`config.mk`:
```
export PLATFORM = sky130hd
export DESIGN_NAME = ball_pocket_tracker
export DESIGN_NICKNAME = d
export VERILOG_FILES = /design/src/rtl/billiard_pkg.sv /design/src/rtl/pocket_overlap_counter.sv /design/src/rtl/ball_pocket_tracker.sv
export SDC_FILE = /design/constraint.sdc
export NUM_CORES = 1
export LEC_CHECK = 0
export CORE_MARGIN = 4
export CORE_UTILIZATION = 53
export DETAILED_ROUTE_END_ITERATION = 6
export PLACE_DENSITY = 0.81
export SETUP_SLACK_MARGIN = 0.15
export SYNTH_ARGS = -nofsm -noshare
export SYNTH_HDL_FRONTEND = slang
export SYNTH_SLANG_ARGS = --single-unit
```
`constraint.sdc`:
```
create_clock -name clk -period 1.75 [get_ports clk]
set_input_delay 0.175 -clock clk [delete_from_list [all_inputs] [get_ports clk]]
set_output_delay 0.175 -clock clk [all_outputs]
set_load 0.03 [all_outputs]
```
`src/rtl/billiard_pkg.sv`:
```
// Shared types for the ball/hole pocket tracker.
// Hole id type, "any hole" code and tracker FSM states.
package billiard_pkg;

  localparam int NUM_BALLS_DEF = 2;

  typedef logic [2:0] holeId_t;

  localparam holeId_t HOLE_ANY = 3'd0;

  typedef enum logic [1:0] {
    S_COLLECT,
    S_EVAL,
    S_REPORT
  } state_t;

endpackage

```
`src/rtl/pocket_overlap_counter.sv`:
```
// Per-ball ball/hole overlap counter with first-hit hole latch.
// Ports: clk, resetN, clr, en, holeId in; qualify, holeLat out.
module pocket_overlap_counter
  import billiard_pkg::*;
#(
  parameter int MIN_OVERLAP = 4
) (
  input  logic    clk,
  input  logic    resetN,
  input  logic    clr,
  input  logic    en,
  input  holeId_t holeId,
  output logic    qualify,
  output holeId_t holeLat
);

  logic [7:0] cnt;

  always_ff @(posedge clk or negedge resetN) begin
    if (!resetN) begin
      cnt     <= '0;
      holeLat <= HOLE_ANY;
    end else if (clr) begin
      cnt <= '0;
    end else if (en) begin
      if (cnt != 8'hFF)
        cnt <= cnt + 8'd1;
      if (cnt == 8'd0)
        holeLat <= holeId;
    end
  end

  assign qualify = (cnt >= 8'(MIN_OVERLAP));

endmodule

```
`src/rtl/ball_pocket_tracker.sv`:
```
// Frame-based pocket detector feeding the game controller FSM.
// In: clk, resetN, startOfFrame, ballDrawingRequest,
//  holeDrawingRequest, hole_id, request_hole, rack_reload.
// Out: balls_in_game, ballhole_collide, curr_Hole_id,
//  foulPulse. Option: POCKET_DEBOUNCE_EN (two-frame confirm).
module ball_pocket_tracker
  import billiard_pkg::*;
#(
  parameter int NUM_BALLS      = NUM_BALLS_DEF,
  parameter int MIN_OVERLAP    = 4,
  parameter int RESPAWN_FRAMES = 60
) (
  input  logic               clk,
  input  logic               resetN,
  input  logic               startOfFrame,
  input  logic [NUM_BALLS:0] ballDrawingRequest,
  input  logic               holeDrawingRequest,
  input  holeId_t            hole_id,
  input  holeId_t            request_hole,
  input  logic               rack_reload,
  output logic [NUM_BALLS:0] balls_in_game,
  output logic [NUM_BALLS:0] ballhole_collide,
  output holeId_t            curr_Hole_id,
  output logic               foulPulse
);

  localparam int NB = NUM_BALLS;
  localparam int RW =
    (RESPAWN_FRAMES < 2) ? 1 : $clog2(RESPAWN_FRAMES + 1);

  state_t        state;
  logic [RW-1:0] respCnt;
  logic [NB:0]   qual;
  logic [NB:0]   cntEn;
  logic          clrCnt;
  holeId_t       holeLat  [NB+1];
  holeId_t       holeSnap [NB+1];
  logic [NB:0]   qSnap;
  logic [NB:0]   effQ;
  logic [NB:0]   legalR;
  logic [NB:0]   foulR;
  logic [NB:0]   eff;
  logic [NB:0]   legal;
  logic [NB:0]   foul;
  holeId_t       lowHole;
  logic [NB:0]   bigSet;

`ifdef POCKET_DEBOUNCE_EN
  logic [NB:0]   pend;
  holeId_t       pendHole [NB+1];
`endif

  // Frame-boundary pixels are dropped by the clear.
  assign clrCnt = rack_reload |
    ((state == S_COLLECT) & startOfFrame);

  for (genvar g = 0; g <= NB; g++) begin : gCnt
    assign cntEn[g] = ballDrawingRequest[g] &
      holeDrawingRequest & balls_in_game[g];
    pocket_overlap_counter #(
      .MIN_OVERLAP(MIN_OVERLAP)
    ) uCnt (
      .clk    (clk),
      .resetN (resetN),
      .clr    (clrCnt),
      .en     (cntEn[g]),
      .holeId (hole_id),
      .qualify(qual[g]),
      .holeLat(holeLat[g])
    );
  end

  always_comb begin
    eff     = qSnap;
`ifdef POCKET_DEBOUNCE_EN
    for (int i = 0; i <= NB; i++)
      eff[i] = qSnap[i] & pend[i] &
        (pendHole[i] == holeSnap[i]);
`endif
    legal    = '0;
    foul     = '0;
    legal[0] = eff[0];
    for (int i = 1; i <= NB; i++) begin
      legal[i] = eff[i] &
        ((request_hole == HOLE_ANY) |
         (holeSnap[i] == request_hole));
      foul[i]  = eff[i] & ~legal[i];
    end
    lowHole = curr_Hole_id;
    for (int i = NB; i >= 0; i--)
      if (eff[i])
        lowHole = holeSnap[i];
  end

  // White returns on the frame its countdown expires.
  always_comb begin
    bigSet    = '0;
    bigSet[0] = startOfFrame & ~balls_in_game[0] &
      (respCnt <= RW'(1));
  end

  always_ff @(posedge clk or negedge resetN) begin
    if (!resetN) begin
      state            <= S_COLLECT;
      respCnt          <= '0;
      balls_in_game    <= '1;
      ballhole_collide <= '0;
      curr_Hole_id     <= HOLE_ANY;
      foulPulse        <= 1'b0;
      qSnap            <= '0;
      effQ             <= '0;
      legalR           <= '0;
      foulR            <= '0;
      for (int i = 0; i <= NB; i++)
        holeSnap[i] <= HOLE_ANY;
`ifdef POCKET_DEBOUNCE_EN
      pend <= '0;
      for (int i = 0; i <= NB; i++)
        pendHole[i] <= HOLE_ANY;
`endif
    end else if (rack_reload) begin
      state            <= S_COLLECT;
      respCnt          <= '0;
      balls_in_game    <= '1;
      ballhole_collide <= '0;
      foulPulse        <= 1'b0;
`ifdef POCKET_DEBOUNCE_EN
      pend <= '0;
`endif
    end else begin
      ballhole_collide <= '0;
      foulPulse        <= 1'b0;
      balls_in_game    <= balls_in_game | bigSet;
      if (startOfFrame && respCnt != '0)
        respCnt <= respCnt - RW'(1);
      unique case (state)
        S_COLLECT: begin
          if (startOfFrame) begin
            qSnap <= qual & balls_in_game;
            for (int i = 0; i <= NB; i++)
              holeSnap[i] <= holeLat[i];
            state <= S_EVAL;
          end
        end
        S_EVAL: begin
          legalR <= legal;
          foulR  <= foul;
          effQ   <= eff;
          if (|eff)
            curr_Hole_id <= lowHole;
`ifdef POCKET_DEBOUNCE_EN
          pend <= qSnap & ~eff;
          for (int i = 0; i <= NB; i++)
            pendHole[i] <= holeSnap[i];
`endif
          state <= S_REPORT;
        end
        S_REPORT: begin
          ballhole_collide <= legalR;
          foulPulse        <= |foulR;
          balls_in_game    <=
            (balls_in_game | bigSet) & ~effQ;
          if (effQ[0])
            respCnt <= RW'(RESPAWN_FRAMES);
          state <= S_COLLECT;
        end
        default: state <= S_COLLECT;
      endcase
    end
  end

endmodule

```
==> impl_metrics.ini, run 1 <==
[cells_and_area]
fillers = 444
area_growth_pct = 28.6
layout.cells.non_filler = 478
nets = 419
final_util = 0.706
multi_input_area_mm2 = 0.00182
drive_gt1_frac = 0.299
antenna_cells = 0
seq_area_mm2 = 0.00176

[sta]
rsz0062_at_grt = true
period_needed_ns = 1.64
worst_pin_slew_ns = 0.423
slew_violations = 0
final-setup-viol-count = 0
skew_ns = 0.00548
finalSetupTns_ns = 0
clock.fmax_mhz = 610
slew-limit-headroom = 0.715
hold_viol = 0
post-route-period-util = 0.936

[floorplan]
dieArea_mm2 = 0.00798
core_mm2 = 0.00639
placementRows = 29
start_util = 0.549
ios = 24
dieWidth_um = 89.3
die_h_um = 89.3

[synth]
synth_compound_area_frac = 0.100
synth_xor_area_frac = 0.0574
synth-edff-count = 0
synth_top_area_frac = 0.478
synth_warnings = 0
yosys.area.top_type = dfrtp_1
syn_nets = 357
postSynthAreaPerCell_um2 = 10.5
yosys.cell_types.count = 49
ys_seq_elements = 70
ys_async_sr_fraction = 1.00
synthAdderAreaFrac = 0.0321
synth_ff_type = dfrtp_1
synth.area.top_cells = dfrtp_1 (48%), mux2_2 (5.8%), nor2_1 (4.1%), nand2_1 (3.3%), ha_1 (3.2%)
yosysSeqAreaShare = 0.501
synth_top_family_by_area = simple AND/OR/NAND/NOR gates
synth_commonest_cells = dfrtp_1 (67), nor2_1 (38), nand2_1 (31)
synth.most_common_cell = dfrtp_1
netlist_area_mm2 = 0.00351
synthSimpleGateAreaFrac = 0.193
synthCells = 334
muxShareOfSynthArea = 0.0821

[placement]
io_buffers = 23
dp_hpwl_um = 4920
placedCellCount = 445
place.gp.congestion = 0.834

[worst_setup_path]
crit_fanout = 4
critPathCaptureType = register
crit_arrival_ns = 1.87
worstSetupPathType = register to register
crit_required_ns = 1.98
start_kind = register

[global_routing]
use_met3 = 0.0553
grt.met2_usage = 0.332
grt_busiest_layer = met2
grt_max_degree = 71
grtUsageMet1 = 0.242
track_usage = 0.194
grt_overflow = 0
grt_pass1_vias = 2605
antenna_found_initial = 0
grt_first_pass_wirelength_um = 11800

[pwr]
total_power_uw = 4720
clkPwrFrac = 0.306
internal-power_uw = 3320
combPwrFrac = 0.250
leakage_uw = 0.00201
power.share.sequential = 0.444
power_density_mw_per_mm2 = 1050
switching_power_uw = 1390
peakVddDrop_v = 0.000694
p_sw_frac = 0.295

[cts]
cts_max_path_buffers = 2
clk_latency_ns = 0.35
cts_num_sinks = 70
cts_tree = yes
cts_buffers = 9
cts.clk_slew.worst_paths_ns = 0.07
cts_root_buf = clkbuf_8
cts_max_level = 3

[run]
maxCapViolCount = 0

[route]
drt-initial-drc-count = 166
drt_wl_total_um = 7320
drt_pass1_iterations = 4
drtAntennaViolNets = 0
wl_per_cell_um = 15.3
drc_errors = 0
vias = 2669
via_per_inst = 5.58

[min_path]
hold_class = input port to async pin

[status]
status = complete, no violations
[power groups by stage]
stage	Combinational, uW	Clock (uW)	Sequential (uW)
5_1_grt	1300	1540	2130
6_report	1180	1440	2090
3_3_place_gp	920	0	2090
2_1_floorplan	706	0	2040
4_1_cts	998	1470	2070
3_5_place_dp	968	0	2100
[sequential cells by signal, summed over array words and instances, names as in the netlist, 3 cells and up]
name / cells
gCnt.uCnt.cnt: 24
gCnt.uCnt.holeLat: 9
holeSnap: 9
respCnt: 6
ballhole_collide: 3
balls_in_game: 3
curr_Hole_id: 3
effQ: 3
eff: 3
[cell families after synthesis]
logic type / count (synthesis)
mux: 25
compound gates: 48
simple gates: 128
buf+inv: 31
fa+ha+maj: 9
xor+xnor: 23
flops: 70
[final cells by class]
cell class / instances / area share
multi-input cells: 233 / 0.403
flip-flops and latches: 70 / 0.390
repair buffers: 61 / 0.118
clock buffers: 10 / 0.0305
well taps: 77 / 0.0214
clock inverters: 6 / 0.0189
inverters: 21 / 0.0180
[layout by cell type (no fill, tap or decap), types with 7 or more instances in the layout]
cell,n
dfrtp_1,64
clkbuf_8,10
xor2_1,12
nor2_1,38
nor3_1,8
nand3_1,10
nand2_1,31
mux2_2,14
a21oi_1,12
buf_4,34
mux2_4,7
o21ai_0,13
clkdlybuf4s50_1,17
xnor2_1,10
inv_1,16
[metal layers]
layer  routed length [um]  up-vias  share of wire
met5                    0        -              0
met4                  102        0          0.014
met3                  252        8          0.034
met2                 3780       45           0.52
met1                 3180     1336           0.43
li1                     -     1280              -
[repair_timing]
| action | CTS | global route |
|---|---|---|
| pin swaps | 3 | 11 |
| setup endpoints to repair | 21 | 35 |
| gates resized for setup | 5 | 42 |
| buffers inserted | 4 | 12 |
| hold endpoints to repair | 67 | 0 |
| hold buffers | 1 | 0 |
[metrics by stage]
| stage | instance area [um2] | hold WS (ns) | worst slack, ns |
|---|---|---|---|
| after detailed placement | 3980 | 0.227 | -0.0678 |
| after global routing | 4510 | 0.416 | 0.0431 |
| after CTS | 4260 | 0.377 | 0.0852 |
| after floorplan | 3530 | -0.121 | 0.111 |
| after global placement | 3980 | 0.227 | -0.0238 |
| final | 4510 | 0.370 | 0.112 |
[worst max-delay path, cell delays in order, from the launching register on]
cell	delay (ns)
dfrtp_1	0.42
buf_4	0.16
and3_4	0.19
a41oi_4	0.27
nor3b_4	0.26
xnor2_2	0.15
nor2_1	0.07
[worst paths after layout]
path | startpoint | end | slack (ns) | cells past startpoint
setup / recovery | gCnt[0].uCnt.cnt[3] | gCnt[0].uCnt.cnt[7] | 0.11 | 6
hold / removal | resetN | gCnt[2].uCnt.cnt[7] | 0.37 | 3
setup reg to reg | gCnt[0].uCnt.cnt[3] | gCnt[0].uCnt.cnt[7] | 0.11 | 6
hold reg to reg | effQ[1] | balls_in_game[1] | 0.42 | 1
max in group asynchronous | resetN | balls_in_game[0] | 1.05 | 3
min in group clk | effQ[1] | balls_in_game[1] | 0.42 | 1
Power figures use the tool's default switching activity.
==> run 2, diff against run 1 <==
--- a/config.mk
+++ b/config.mk
@@ -5,6 +5,7 @@
 export SDC_FILE = /design/constraint.sdc
 export NUM_CORES = 1
 export LEC_CHECK = 0
+export CORE_ASPECT_RATIO = 1.75
 export CORE_MARGIN = 4
 export CORE_UTILIZATION = 53
 export DETAILED_ROUTE_END_ITERATION = 6
==> run 2 against run 1 <==
Effect of this change:
- the flow now finishes with violations (setup timing)
- core utilization grew 0.37 points
- wire length grew 19%
- sequential share of layout area shrank 0.75 points
- critical endpoint is now gCnt[0].uCnt.holeLat[2]
- largest power group unchanged
==> impl_metrics.ini, run 2 (synthesized netlist as in run 1, its figures left out) <==
[status]
status = finished, violations left
violations = setup timing

[cells_and_area]
antenna_cells = 0
reg.largest.list = gCnt.uCnt.cnt (24), gCnt.uCnt.holeLat (9), holeSnap (9)
seq_area_mm2 = 0.00176
fillers = 432
multi_input_area_mm2 = 0.00181
final_common_cell = dfrtp_1
regMostFlops = gCnt.uCnt.cnt
largest_reg_flops = 24
nets = 422
final_util = 0.710
layout.cells.non_filler = 486
area_growth_pct = 31.4
layout_common_cells = dfrtp_1 (61), nor2_1 (37), buf_4 (37)
drive_gt1_frac = 0.312

[sta]
slew-limit-headroom = 0.687
post-route-period-util = 1.01
final-setup-viol-count = 3
skew_ns = 0.00632
hold_viol = 0
fin_ws_ns = -0.0189
finalSetupTns_ns = -0.0528
slew_violations = 0
rsz0062_at_grt = true
whs_ns = 0.398
period_needed_ns = 1.77
clock.fmax_mhz = 565
worst_pin_slew_ns = 0.469

[global_routing]
grt_overflow = 0
grt_pass1_vias = 2927
grt_max_degree = 71
antenna_found_initial = 0
track_usage = 0.217
grt_first_pass_wirelength_um = 13600

[placement]
preCtsSetupSlack_ns = -0.131
place.gp.congestion = 0.865
io_buffers = 23
dp_hpwl_um = 5430
placedCellCount = 453

[worst_setup_path]
worstSetupPathType = register to register
crit_fanout = 3
start_kind = register
critPathCaptureType = register
crit_required_ns = 1.96
crit_arrival_ns = 1.97

[cts]
cts_max_path_buffers = 2
cts_tree = yes
clk_latency_ns = 0.33
cts.clk_slew.worst_paths_ns = 0.06
cts_root_buf = clkbuf_16
cts_num_sinks = 70
cts_max_level = 3
cts_buffers = 9

[floorplan]
core_mm2 = 0.00649
die_h_um = 116
start_util = 0.540
dieArea_mm2 = 0.00803
placementRows = 39
ios = 24
dieWidth_um = 69.5

[route]
via_per_inst = 5.76
drt_pass1_iterations = 4
drt-initial-drc-count = 250
wl_per_cell_um = 17.9
drt_wl_total_um = 8700
drtAntennaViolNets = 0
drc_errors = 0
vias = 2798

[pwr]
peakVddDrop_v = 0.000749
leakage_uw = 0.00204
power_density_mw_per_mm2 = 1100

[run]
maxCapViolCount = 0

[min_path]
hold_class = input port to async pin
## run 2: final cells by class
class / instances / share of cell area
clock inverter: 4 / 0.0103
inverter: 21 / 0.0171
sequential: 70 / 0.383
timing repair buffer: 64 / 0.121
clock buffer: 12 / 0.0535
multi-input combinational: 233 / 0.393
tap: 82 / 0.0223
## run 2: power by group
group | internal [uW] | total (uW) | switching (uW)
clock network | 1140 | 1800 | 658
logic | 603 | 1130 | 531
registers | 1850 | 2120 | 271
total | 3590 | 5050 | 1460
## run 2: critical path: stages, from the launching register on
cell     delay (ns)
dfrtp_2        0.44
nor4_4         0.30
nand2_2        0.12
nor4_4         0.30
buf_4          0.19
mux2_4         0.30
## run 2: metrics by stage
step           instance area [um2]  total power (uW)
2_1_floorplan                 3530              2740
3_3_place_gp                  4010              3030
3_5_place_dp                  4010              3100
4_1_cts                       4380              4970
5_1_grt                       4610              5280
6_report                      4610              5050
## run 2: repair_timing
item | in CTS | in global routing
hold endpoints to repair | 67 | 0
endpoints found under the setup margin | 19 | 44
cloned | 0 | 0
hold buffers | 1 | 0
buffers inserted | 4 | 12
gates resized for setup | 15 | 39
pin swaps | 4 | 13
## run 2: routing by layer
layer  share of wire  wire (um)  global-route usage
met1            0.35       3030               0.209
met2            0.59       5120               0.421
met3           0.030        258              0.0391
met4           0.034        295               0.132
met5               0          0                   0
## run 2: path summary, 6_finish.rpt
path                                          start                       to  slack, ns  cells after the start
worst min register to register              effQ[2]         balls_in_game[2]       0.43                      1
worst min-delay path                         resetN                  effQ[1]       0.40                      3
max in group asynchronous                    resetN         balls_in_game[2]       1.02                      3
worst max-delay path            gCnt[0].uCnt.cnt[7]  gCnt[0].uCnt.holeLat[2]      -0.02                      5
min in group clk                            effQ[2]         balls_in_game[2]       0.43                      1
worst max register to register  gCnt[0].uCnt.cnt[7]  gCnt[0].uCnt.holeLat[2]      -0.02                      5
